**src/rtl/npem_register_block_if.sv**
```systemverilog
// Register-bus and enclosure-command signal bundle for npem_register_block.
// The slave modport is the register block; the master modport is the
// config-space decoder plus enclosure controller side.
interface npem_register_block_if;
  logic [1:0]  reg_addr;
  logic        reg_wr_en;
  logic [31:0] reg_wr_data;
  logic [31:0] reg_rd_data;
  logic        encl_cmd_valid;
  logic [31:0] encl_cmd_data;
  logic        encl_cmd_ready;
  logic        encl_done;
  logic [7:0]  encl_status;
  logic        irq;

  modport slave (
    input  reg_addr, reg_wr_en, reg_wr_data, encl_cmd_ready, encl_done, encl_status,
    output reg_rd_data, encl_cmd_valid, encl_cmd_data, irq
  );

  modport master (
    output reg_addr, reg_wr_en, reg_wr_data, encl_cmd_ready, encl_done, encl_status,
    input  reg_rd_data, encl_cmd_valid, encl_cmd_data, irq
  );
endinterface

```
**src/rtl/npem_register_block.sv**
```systemverilog
// NPEM extended-capability register block: Capability / Control / Status.
// Accepted Control writes are forwarded to the enclosure controller as a
// valid/ready command; completion sets the Command Completed status bit and
// can raise a level interrupt.
// Optional feature macro: NPEM_CMD_TIMEOUT_EN adds a completion timeout
// counter and the Timeout status bit (bit2). Without it, a command waits for
// encl_done indefinitely and Status bit2 reads 0.
module npem_register_block #(
  parameter int unsigned REGISTER_WIDTH  = 32,
  parameter logic [31:0] HW_CAPABILITIES = 32'h0000_0FFF,
  parameter int unsigned TIMEOUT_CYCLES  = 1024
) (
  input logic                    clk,
  input logic                    rst,
  npem_register_block_if.slave   bus_if
);

  typedef enum logic [1:0] {
    IDLE  = 2'd0,
    ISSUE = 2'd1,
    WAIT  = 2'd2
  } state_t;

  // Capability as seen by software: OK/Locate/Fail/Rebuild are mandatory when
  // NPEM is supported; the whole register is zero when it is not.
  localparam logic [31:0] CAP_EFF = HW_CAPABILITIES[0] ?
                                    (HW_CAPABILITIES | 32'h0000_003C) : 32'h0;
  // Bits retained in Control: capability-gated indications and enclosure
  // bits, Enable and CC interrupt enable gated by NPEM capable. Initiate
  // Reset is never retained.
  localparam logic [31:0] CTRL_MASK = CAP_EFF[0] ?
    {CAP_EFF[31:24], 11'b0, 1'b1, CAP_EFF[11:2], 1'b0, 1'b1} : 32'h0;
  // The command additionally carries Initiate Reset so the enclosure sees it.
  localparam logic [31:0] CMD_MASK = CTRL_MASK | {30'b0, CAP_EFF[0], 1'b0};

  if (REGISTER_WIDTH != 32) begin : g_width_chk
    $error("npem_register_block: REGISTER_WIDTH must be 32");
  end
  if (TIMEOUT_CYCLES < 2) begin : g_timeout_chk
    $error("npem_register_block: TIMEOUT_CYCLES must be >= 2");
  end

  // RW1C sticky bit where a hardware set beats a software clear.
  function automatic logic sticky_next(input logic cur, input logic set, input logic clr);
    return set | (cur & ~clr);
  endfunction

  state_t                    state_q, state_d;
  logic [REGISTER_WIDTH-1:0] ctrl_q, ctrl_d;
  logic [REGISTER_WIDTH-1:0] cmd_q, cmd_d;
  logic [2:0]                sts_q, sts_d;
  logic                      ctrl_wr, sts_wr;
  logic                      done_evt, drop_evt;

`ifdef NPEM_CMD_TIMEOUT_EN
  localparam int unsigned CNT_W = $clog2(TIMEOUT_CYCLES);
  localparam logic [CNT_W-1:0] TO_LAST = CNT_W'(TIMEOUT_CYCLES - 1);
  logic [CNT_W-1:0] cnt_q, cnt_d;
  logic             tmo_evt;
`endif

  assign ctrl_wr = bus_if.reg_wr_en && (bus_if.reg_addr == 2'd1) && CAP_EFF[0];
  assign sts_wr  = bus_if.reg_wr_en && (bus_if.reg_addr == 2'd2);

  // Command FSM next state, Control/command capture and completion events.
  always_comb begin
    state_d  = state_q;
    ctrl_d   = ctrl_q;
    cmd_d    = cmd_q;
    done_evt = 1'b0;
    drop_evt = 1'b0;
`ifdef NPEM_CMD_TIMEOUT_EN
    cnt_d    = cnt_q;
    tmo_evt  = 1'b0;
`endif
    case (state_q)
      IDLE: begin
        if (ctrl_wr) begin
          ctrl_d  = bus_if.reg_wr_data & CTRL_MASK;
          cmd_d   = bus_if.reg_wr_data & CMD_MASK;
          state_d = ISSUE;
        end
      end
      ISSUE: begin
        drop_evt = ctrl_wr;
        if (bus_if.encl_cmd_ready) begin
          state_d = WAIT;
`ifdef NPEM_CMD_TIMEOUT_EN
          cnt_d   = '0;
`endif
        end
      end
      WAIT: begin
        drop_evt = ctrl_wr;
        if (bus_if.encl_done) begin
          done_evt = 1'b1;
          state_d  = IDLE;
        end
`ifdef NPEM_CMD_TIMEOUT_EN
        else if (cnt_q == TO_LAST) begin
          done_evt = 1'b1;
          tmo_evt  = 1'b1;
          state_d  = IDLE;
        end else begin
          cnt_d = cnt_q + 1'b1;
        end
`endif
      end
      default: state_d = IDLE;
    endcase
  end

  // Status next value: hardware sets win over same-cycle RW1C clears.
  always_comb begin
    sts_d    = sts_q;
    sts_d[0] = sticky_next(sts_q[0], done_evt, sts_wr & bus_if.reg_wr_data[0]);
    sts_d[1] = sticky_next(sts_q[1], drop_evt, sts_wr & bus_if.reg_wr_data[1]);
`ifdef NPEM_CMD_TIMEOUT_EN
    sts_d[2] = sticky_next(sts_q[2], tmo_evt, sts_wr & bus_if.reg_wr_data[2]);
`else
    sts_d[2] = 1'b0;
`endif
  end

  // State, Control, command and Status registers.
  always_ff @(posedge clk or posedge rst) begin
    if (rst) begin
      state_q <= IDLE;
      ctrl_q  <= '0;
      cmd_q   <= '0;
      sts_q   <= '0;
    end else begin
      state_q <= state_d;
      ctrl_q  <= ctrl_d;
      cmd_q   <= cmd_d;
      sts_q   <= sts_d;
    end
  end

`ifdef NPEM_CMD_TIMEOUT_EN
  // Completion timeout counter; stops at TO_LAST because WAIT exits there.
  always_ff @(posedge clk or posedge rst) begin
    if (rst) cnt_q <= '0;
    else     cnt_q <= cnt_d;
  end
`endif

  assign bus_if.encl_cmd_valid = (state_q == ISSUE);
  assign bus_if.encl_cmd_data  = cmd_q;
  assign bus_if.irq            = sts_q[0] & ctrl_q[12] & ctrl_q[0];

  // Combinational register read mux; reserved address reads zero.
  always_comb begin
    bus_if.reg_rd_data = '0;
    case (bus_if.reg_addr)
      2'd0:    bus_if.reg_rd_data = CAP_EFF;
      2'd1:    bus_if.reg_rd_data = ctrl_q;
      2'd2:    bus_if.reg_rd_data = {bus_if.encl_status, 21'b0, sts_q};
      default: bus_if.reg_rd_data = '0;
    endcase
  end

endmodule
```
**src/flat_wrapper.sv**
```systemverilog
// flat-port wrapper written by rule: the top's interface ports become plain ports
module npem_register_block_flat 
#(
  parameter int unsigned REGISTER_WIDTH  = 32,
  parameter logic [31:0] HW_CAPABILITIES = 32'h0000_0FFF,
  parameter int unsigned TIMEOUT_CYCLES  = 1024
)
  (clk, rst, bus_if_reg_addr, bus_if_reg_wr_en, bus_if_reg_wr_data, bus_if_encl_cmd_ready, bus_if_encl_done, bus_if_encl_status, bus_if_reg_rd_data, bus_if_encl_cmd_valid, bus_if_encl_cmd_data, bus_if_irq);
  npem_register_block_if bus_if_i ();
  input logic clk;
  input logic rst;
  input wire logic [$bits(bus_if_i.reg_addr)-1:0] bus_if_reg_addr;
  input wire logic [$bits(bus_if_i.reg_wr_en)-1:0] bus_if_reg_wr_en;
  input wire logic [$bits(bus_if_i.reg_wr_data)-1:0] bus_if_reg_wr_data;
  input wire logic [$bits(bus_if_i.encl_cmd_ready)-1:0] bus_if_encl_cmd_ready;
  input wire logic [$bits(bus_if_i.encl_done)-1:0] bus_if_encl_done;
  input wire logic [$bits(bus_if_i.encl_status)-1:0] bus_if_encl_status;
  output wire logic [$bits(bus_if_i.reg_rd_data)-1:0] bus_if_reg_rd_data;
  output wire logic [$bits(bus_if_i.encl_cmd_valid)-1:0] bus_if_encl_cmd_valid;
  output wire logic [$bits(bus_if_i.encl_cmd_data)-1:0] bus_if_encl_cmd_data;
  output wire logic [$bits(bus_if_i.irq)-1:0] bus_if_irq;
  assign bus_if_i.reg_addr = bus_if_reg_addr;
  assign bus_if_i.reg_wr_en = bus_if_reg_wr_en;
  assign bus_if_i.reg_wr_data = bus_if_reg_wr_data;
  assign bus_if_i.encl_cmd_ready = bus_if_encl_cmd_ready;
  assign bus_if_i.encl_done = bus_if_encl_done;
  assign bus_if_i.encl_status = bus_if_encl_status;
  assign bus_if_reg_rd_data = bus_if_i.reg_rd_data;
  assign bus_if_encl_cmd_valid = bus_if_i.encl_cmd_valid;
  assign bus_if_encl_cmd_data = bus_if_i.encl_cmd_data;
  assign bus_if_irq = bus_if_i.irq;
  npem_register_block #(.REGISTER_WIDTH(REGISTER_WIDTH), .HW_CAPABILITIES(HW_CAPABILITIES), .TIMEOUT_CYCLES(TIMEOUT_CYCLES)) u_core (.clk(clk), .rst(rst), .bus_if(bus_if_i));
endmodule
```
**config.mk**
```make
export PLATFORM = sky130hd
export DESIGN_NAME = npem_register_block_flat
export DESIGN_NICKNAME = d
export VERILOG_FILES = /design/src/rtl/npem_register_block_if.sv /design/src/rtl/npem_register_block.sv /design/src/flat_wrapper.sv
export SDC_FILE = /design/constraint.sdc
export NUM_CORES = 1
export LEC_CHECK = 0
export ABC_AREA = 1
export CORE_MARGIN = 1
export CORE_UTILIZATION = 33
export DETAILED_ROUTE_END_ITERATION = 16
export PLACE_DENSITY = 0.87
export SYNTH_ARGS = -nofsm -noshare
export SYNTH_HDL_FRONTEND = slang
export SYNTH_SLANG_ARGS = --single-unit
```
**constraint.sdc**
```tcl
create_clock -name clk -period 2 [get_ports clk]
set_clock_uncertainty 0.2 [all_clocks]
set_input_delay 0.4 -clock clk [delete_from_list [all_inputs] [get_ports clk]]
set_output_delay 0.4 -clock clk [all_outputs]
set_load 0.01 [all_outputs]
```
== Word level (Yosys, flattened, before mapping) ==
Cells that the tools add are included.

* Logic and storage cells: 36
* Input port bits: 47
* Flip-flop bits (word level): 29
* Output and inout bits: 66

* Muxes and demuxes: 8
* Bitwise gates (word level): 10
* Reduce and logical (&&, ||, !) cells: 7
* Eq/ne operators: 7

{| class="wikitable"
|+ Operators with widths
! cell !! number
|-
| case mux 32 bit (3 select lines) || 1
|-
| AND 1 bit || 6
|-
| two-way mux 2 bit || 3
|-
| case mux 2 bit (3 select lines) || 1
|-
| equality test 2 x 1 -> 1 bit, second input constant || 2
|-
| equality test 2 bit, second input constant || 2
|-
| logical NOT 2 bit || 2
|-
| != test 2 bit, second input constant || 2
|-
| two-way mux 1 bit || 3
|-
| AND reduction 3 bit || 1
|-
| logical AND 1 bit || 2
|-
| != test 2 x 1 -> 1 bit, second input constant || 1
|-
| inverter 1 bit || 2
|-
| OR 1 bit || 2
|-
| AND reduction 2 bit || 1
|-
| OR reduction 2 bit || 1
|}

== Depth between registers and ports, before layout ==
Gate-level depths: netlist (run 1).

* Depth after elaboration: 6
* Gate-level depth with buffers: 8
* Depth with buffers taken out: 8

== Least setup slack after synthesis (run 1) ==
No wires, ideal clock.

* Path kind: in2out
* Start: input port bus_if_reg_addr[0]
* End: output port bus_if_reg_rd_data[24]
* Setup slack: 0.435 ns
* Path buffers: 1
* Required time: 1.400 ns
* Cell stages on the path: 4
* Arrival time: 0.965 ns
* Cells stage by stage: buf_4 -> nor2_1 -> inv_1 -> nor2_1

* Longest elaborated chain between the ends: 2
* Elaborated cells on any way between the ends: 4
* Those cells by class: eq/ne (2); mux (1); reduce/logical (1)

{| class="wikitable"
|+ RTL lines
! what !! RTL line !! RTL
|-
| from (decl) || flat_wrapper.sv:12 || <nowiki>input wire logic [$bits(bus_if_i.reg_addr)-1:0] bus_if_reg_addr;</nowiki>
|-
| equality test 2 bit, or another cell as far along || npem_register_block.sv:155 || <nowiki>case (bus_if.reg_addr)</nowiki>
|-
| case mux 32 bit (3 select lines) * || npem_register_block.sv:155 ||
|-
| to (decl) || flat_wrapper.sv:18 || <nowiki>output wire logic [$bits(bus_if_i.reg_rd_data)-1:0] bus_if_reg_rd_data;</nowiki>
|}

Every way passes the cells marked *; elsewhere a longest branch is shown, timed or not.

== Final worst setup path (run 1) ==
* Start: input port bus_if_reg_addr[1]
* End: output port bus_if_reg_rd_data[0]

Same word-level chain as after synthesis.

==> flow_summary.yaml, run 1 <==
status:
  status: "complete, no violations"
worst_hold_path:
  min_path_type: "primary input to asynchronous set/reset pin"
worst_setup_path:
  cp_slowest_cell: "clkdlybuf4s15_1"
  critPathKind: "primary input to output pin"
  cp_max_fo: 4
  path_cells: "clkdlybuf4s15_1 > inv_2 > buf_4 > o21ai_1 > nand2_1 > clkdlybuf4s15_1"
  start_kind: "primary input"
  rr_worst_depth: 5
  reg2reg_slack_ps: 500
  slowest_delay_ps: 240
  worstPathRequired_ps: 1400
  end_kind: "output pin"
  cp_common_cell: "clkdlybuf4s15_1"
  crit_arrival_ps: 1290
routing:
  vias_per_cell: 3.96
  drc: 0
  antenna_left: 0
  routed_wl_mm: 3.01
  drt_pre_antenna_iters: 4
  wire_per_inst_um: 10.7
  via_count: 1117
  drt_iter0_markers: 48
clocking:
  clkSinkCount: 17
  cts-root-buf: "clkbuf_4"
  clockBufferDepth: 2
  cts.clk_slew.worst_paths_ps: 100
  post_cts_buffers: 0
  htreeDepth: 1
  clk_latency_ps: 290
  cts_tree: "yes"
  cts_buffers: 3
logic_synthesis:
  synth_top_area_frac: 0.356
  ys_top_cells_by_area: "dfrtp_1, buf_4, nand2_1"
  synthFlopType: "dfrtp_1"
  async_flop_share: 1.00
  yosys.area.top_type: "dfrtp_1"
  synthesis.area_um2: 1190
  ys_types: 19
  synth.most_common_cell: "nand2_1"
  synth_seq_area_share: 0.356
  synth_edf_count: 0
  synth_common_cells: "nand2_1, buf_4, inv_1"
  syn_avg_cell_area_um2: 7.23
  ys_warn_count: 0
  ys_seq_elements: 17
  synthCells: 165
floorplan:
  die-width_um: 62.1
  row_count: 21
  start_util: 0.352
  fp.coreArea_um2: 3390
  die-area_um2: 3860
  dieHeight_um: 62.1
  io_pins: 113
timing:
  final-setup-viol-count: 0
  hold_viol: 0
  drv_slew: 0
  fin_tns_setup_ps: 0
  fin_crit_ps: 1890
  post-route-period-util: 0.946
  fmax_mhz: 529
  rsz0062_at_grt: "no"
  layout_setup_ws_ps: 108
run:
  max_cap_viol_count: 0
layout:
  diodes: 0
  nets: 287
  drive_gt1_frac: 0.114
  stdcell_area_um2: 1830
  syn_to_final_growth_pct: 53.5
grt:
  grt_max_degree: 19
  grt_usage: 0.160
  grt_pass1_vias: 1061
  overflow: 0
  grt_pass1_wl_mm: 4.89
  antenna_found_initial: 0
placement:
  dpl_cell_area_um2: 1810
  io_buffers: 63
  gp_congestion: 0.697
  dp_hpwl_mm: 2.33
  post-place-ws_ps: -491
pwr:
  power.density_nw_per_um2: 967
  total_leakage_power_uw: 0.000980
  ir_worst_vdd_mv: 0.456
[report_power, final]
group | internal (µW) | total, µW | switching, µW
Sequential | 509 | 620 | 111
Combinational | 485 | 964 | 479
Clock | 77.5 | 188 | 111
Total | 1070 | 1770 | 701
[stage by stage]
step                utilization  std cells  total power (µW)  hold slack (ps)
floorplan                     -        194              1140              126
global placement          0.533        277              1600              276
detailed placement        0.533        277              1640              278
CTS                       0.541        282              1790              218
global route              0.540        282              1920              244
finish                    0.540        282              1770              221
[critical path, delay by kind of cell]
kind	cells	cell delay [ps]
simple gates	1	70
buf+inv	4	680
compound gates	1	130
[per-layer routing]
metal	vias up	wire (µm)	GRT usage	share of wire
met3	0	140	0.0276	0.046
li1	572	-	-	-
met2	51	1660	0.328	0.55
met1	494	1220	0.167	0.40
met4	0	0	0.0320	0
met5	-	0	0	0
[layout make-up]
| type | count | area (µm²) |
|---|---|---|
| Clock buffer | 4 | 26.3 |
| Fill cell | 342 | 1560 |
| Inverter | 26 | 97.6 |
| Multi-Input combinational cell | 118 | 534 |
| Sequential cell | 17 | 425 |
| Tap cell | 46 | 57.6 |
| Timing Repair Buffer | 71 | 691 |
[sequential cells by signal (all words and copies together), names as in the netlist]
register,count
u_core.sts_q,2
u_core.ctrl_q,11
u_core.state_q,2
u_core.bus_if.encl_cmd_data,2
[what timing repair did]
| item | CTS | global route |
|---|---|---|
| resized for setup | 44 | 4 |
| gates cloned | 1 | 0 |
| setup endpoints to repair | 23 | 7 |
| hold buffers | 0 | 0 |
[layout by cell type (no fill, tap or decap), drive strengths merged]
cell type and instances:
nand2 40, clkdlybuf4s50 38, conb 30, inv 26
nor2 24, dfrtp 17, dlygate4sd2 14, o21ai 11
clkdlybuf4s15 10, buf 8, a21oi 5, clkbuf 5
nand3 4, ha 3, nor3 1
[path summary, 6_finish.rpt]
check / startpoint / to
max in group asynchronous: rst / u_core.ctrl_q[5]
min in group clk: u_core.bus_if.encl_cmd_data[1] / u_core.bus_if.encl_cmd_data[1]
worst max-delay path: bus_if_reg_addr[1] / bus_if_reg_rd_data[0]
worst max register to register: u_core.state_q[1] / u_core.ctrl_q[11]
worst min register to register: u_core.bus_if.encl_cmd_data[1] / u_core.bus_if.encl_cmd_data[1]
worst min-delay path: rst / u_core.ctrl_q[7]
[cells by family (layout without fill, tap and decap cells)]
group	Yosys count	count (layout)	share of synthesized area
DFF	17	17	0.356
AOI/OAI and AO/OA	16	16	0.0671
other	1	30	0.00314
adders and majority gates	3	3	0.0314
buffers and inverters	59	101	0.289
and+or+nand+nor	69	69	0.253
Note: power is estimated with default switching activity, not from simulation.
==> run 2: changes to the inputs <==
Settings changed: PLACE_DENSITY 0.87 to 0.94.
==> run 2 against run 1 <==
Total power rose by 1.6%. Die area is the same. Cell area down 0.41%. Non-clock buffer count is the same. Maximum frequency decreased by 2.8%. Sequential power barely moved. Via count increased by 3.1%. Flip-flop and latch count did not move. Sequential share of layout area up 0.096 points. Critical path depth down 1. Critical path type unchanged. Critical endpoint is now bus_if_reg_rd_data[30]. Largest power group unchanged.
==> flow_summary.yaml, run 2 (synthesis gave the netlist of run 1 again) <==
timing:
  post-route-period-util: 0.973
  drv_slew: 0
  final-setup-viol-count: 0
  hold_viol: 0
  fin_crit_ps: 1950
  fmax_mhz: 514
  rsz0062_at_grt: "no"
floorplan:
  io_pins: 113
  start_util: 0.352
  dieHeight_um: 62.1
  die-width_um: 62.1
  fp.coreArea_um2: 3390
  row_count: 21
  die-area_um2: 3860
layout:
  fin_cells: 282
  diodes: 0
  layout_common_cells: "nand2_1, clkdlybuf4s50_1, conb_1"
  largest_register_ff_count: 11
  nets: 287
  top_register: "u_core.ctrl_q"
  layout.area.seq_um2: 425
  final_core_util: 0.538
  stdcell_area_um2: 1820
  fillers: 326
  syn_to_final_growth_pct: 52.8
  drive_gt1_frac: 0.0847
  multi_input_area_um2: 534
  layout_commonest_cell: "nand2_1"
grt:
  grt_usage: 0.159
  antenna_found_initial: 0
  overflow: 0
  grt_max_degree: 19
  grt_pass1_wl_mm: 4.93
  grt_pass1_vias: 1087
worst_setup_path:
  crit_arrival_ps: 1350
  worstPathRequired_ps: 1400
  end_kind: "output pin"
  rr_endpoint: "u_core.ctrl_q[11]"
  start_kind: "primary input"
  critPathKind: "primary input to output pin"
  cp_max_fo: 8
  rr_worst_depth: 5
  reg2reg_slack_ps: 470
  rr_startpoint: "u_core.state_q[0]"
clocking:
  clk_latency_ps: 290
  clockBufferDepth: 2
  ctsHoldBuffers: 0
  cts_tree: "yes"
  cts-root-buf: "clkbuf_4"
  cts_buffers: 3
  cts.clk_slew.worst_paths_ps: 110
  htreeDepth: 1
  clkSinkCount: 17
placement:
  place_inst: 276
  gp_congestion: 0.701
  io_buffers: 63
  dp_hpwl_mm: 2.34
  dpl_cell_area_um2: 1800
routing:
  vias_per_cell: 4.09
  drc: 0
  routed_wl_mm: 3.03
  wire_per_inst_um: 10.8
  via_count: 1152
  drt_pre_antenna_iters: 4
  antenna_left: 0
  drt_iter0_markers: 12
status:
  status: "complete, no violations"
pwr:
  power.density_nw_per_um2: 987
  ir_worst_vdd_mv: 0.628
  power.total_uw: 1800
  total_leakage_power_uw: 0.00102
run:
  max_cap_viol_count: 0
worst_hold_path:
  min_path_type: "primary input to asynchronous set/reset pin"
## run 2: worst max-delay path by stage
stage                       start                endpoint  cells after the start
2_1_floorplan  bus_if_reg_addr[0]  bus_if_reg_rd_data[24]                      4
3_3_place_gp   bus_if_reg_addr[0]  bus_if_reg_rd_data[24]                      5
3_5_place_dp   bus_if_reg_addr[1]  bus_if_reg_rd_data[25]                      6
4_1_cts           u_core.sts_q[0]              bus_if_irq                      3
5_1_grt        bus_if_reg_addr[0]  bus_if_reg_rd_data[25]                      5
6_report       bus_if_reg_addr[0]  bus_if_reg_rd_data[30]                      5
## run 2: power breakdown
group          switching, µW  total, µW  internal [µW]
logic                    490        993            503
registers                109        617            508
clock network            116        191           74.3
## run 2: what timing repair did
action	CTS	global route
resized for setup	29	2
setup endpoints to repair	23	5
hold endpoints to repair	0	0
setup buffers	2	0
cloned	0	0
## run 2: through the flow
step           setup TNS [ps]  setup WS [ps]  hold slack (ps)
2_1_floorplan               0            435              126
3_3_place_gp            -8500           -442              275
3_5_place_dp            -9200           -558              285
4_1_cts                     0           16.5              211
5_1_grt                     0           6.79              239
6_report                    0           53.3              215
## run 2: layout make-up
cell class                 count  share of cell area
clock buffer                   3              0.0123
clock inverter                 1             0.00274
inverter                      26              0.0535
multi-input combinational    118               0.293
sequential                    17               0.233
tap                           46              0.0316
timing repair buffer          71               0.374
## run 2: worst max-delay path: stages
cell and delay [ps]:
clkdlybuf4s15_1 250, nor2_2 190, inv_2 90, nor2_1 120
dlygate4sd2_1 290
## run 2: layer usage
| layer | track usage | share of wire | up-vias |
|---|---|---|---|
| li1 | - | - | 575 |
| met1 | 0.180 | 0.41 | 526 |
| met2 | 0.298 | 0.53 | 49 |
| met3 | 0.0313 | 0.051 | 2 |
| met4 | 0.0494 | 0.0046 | 0 |
| met5 | 0 | 0 | - |
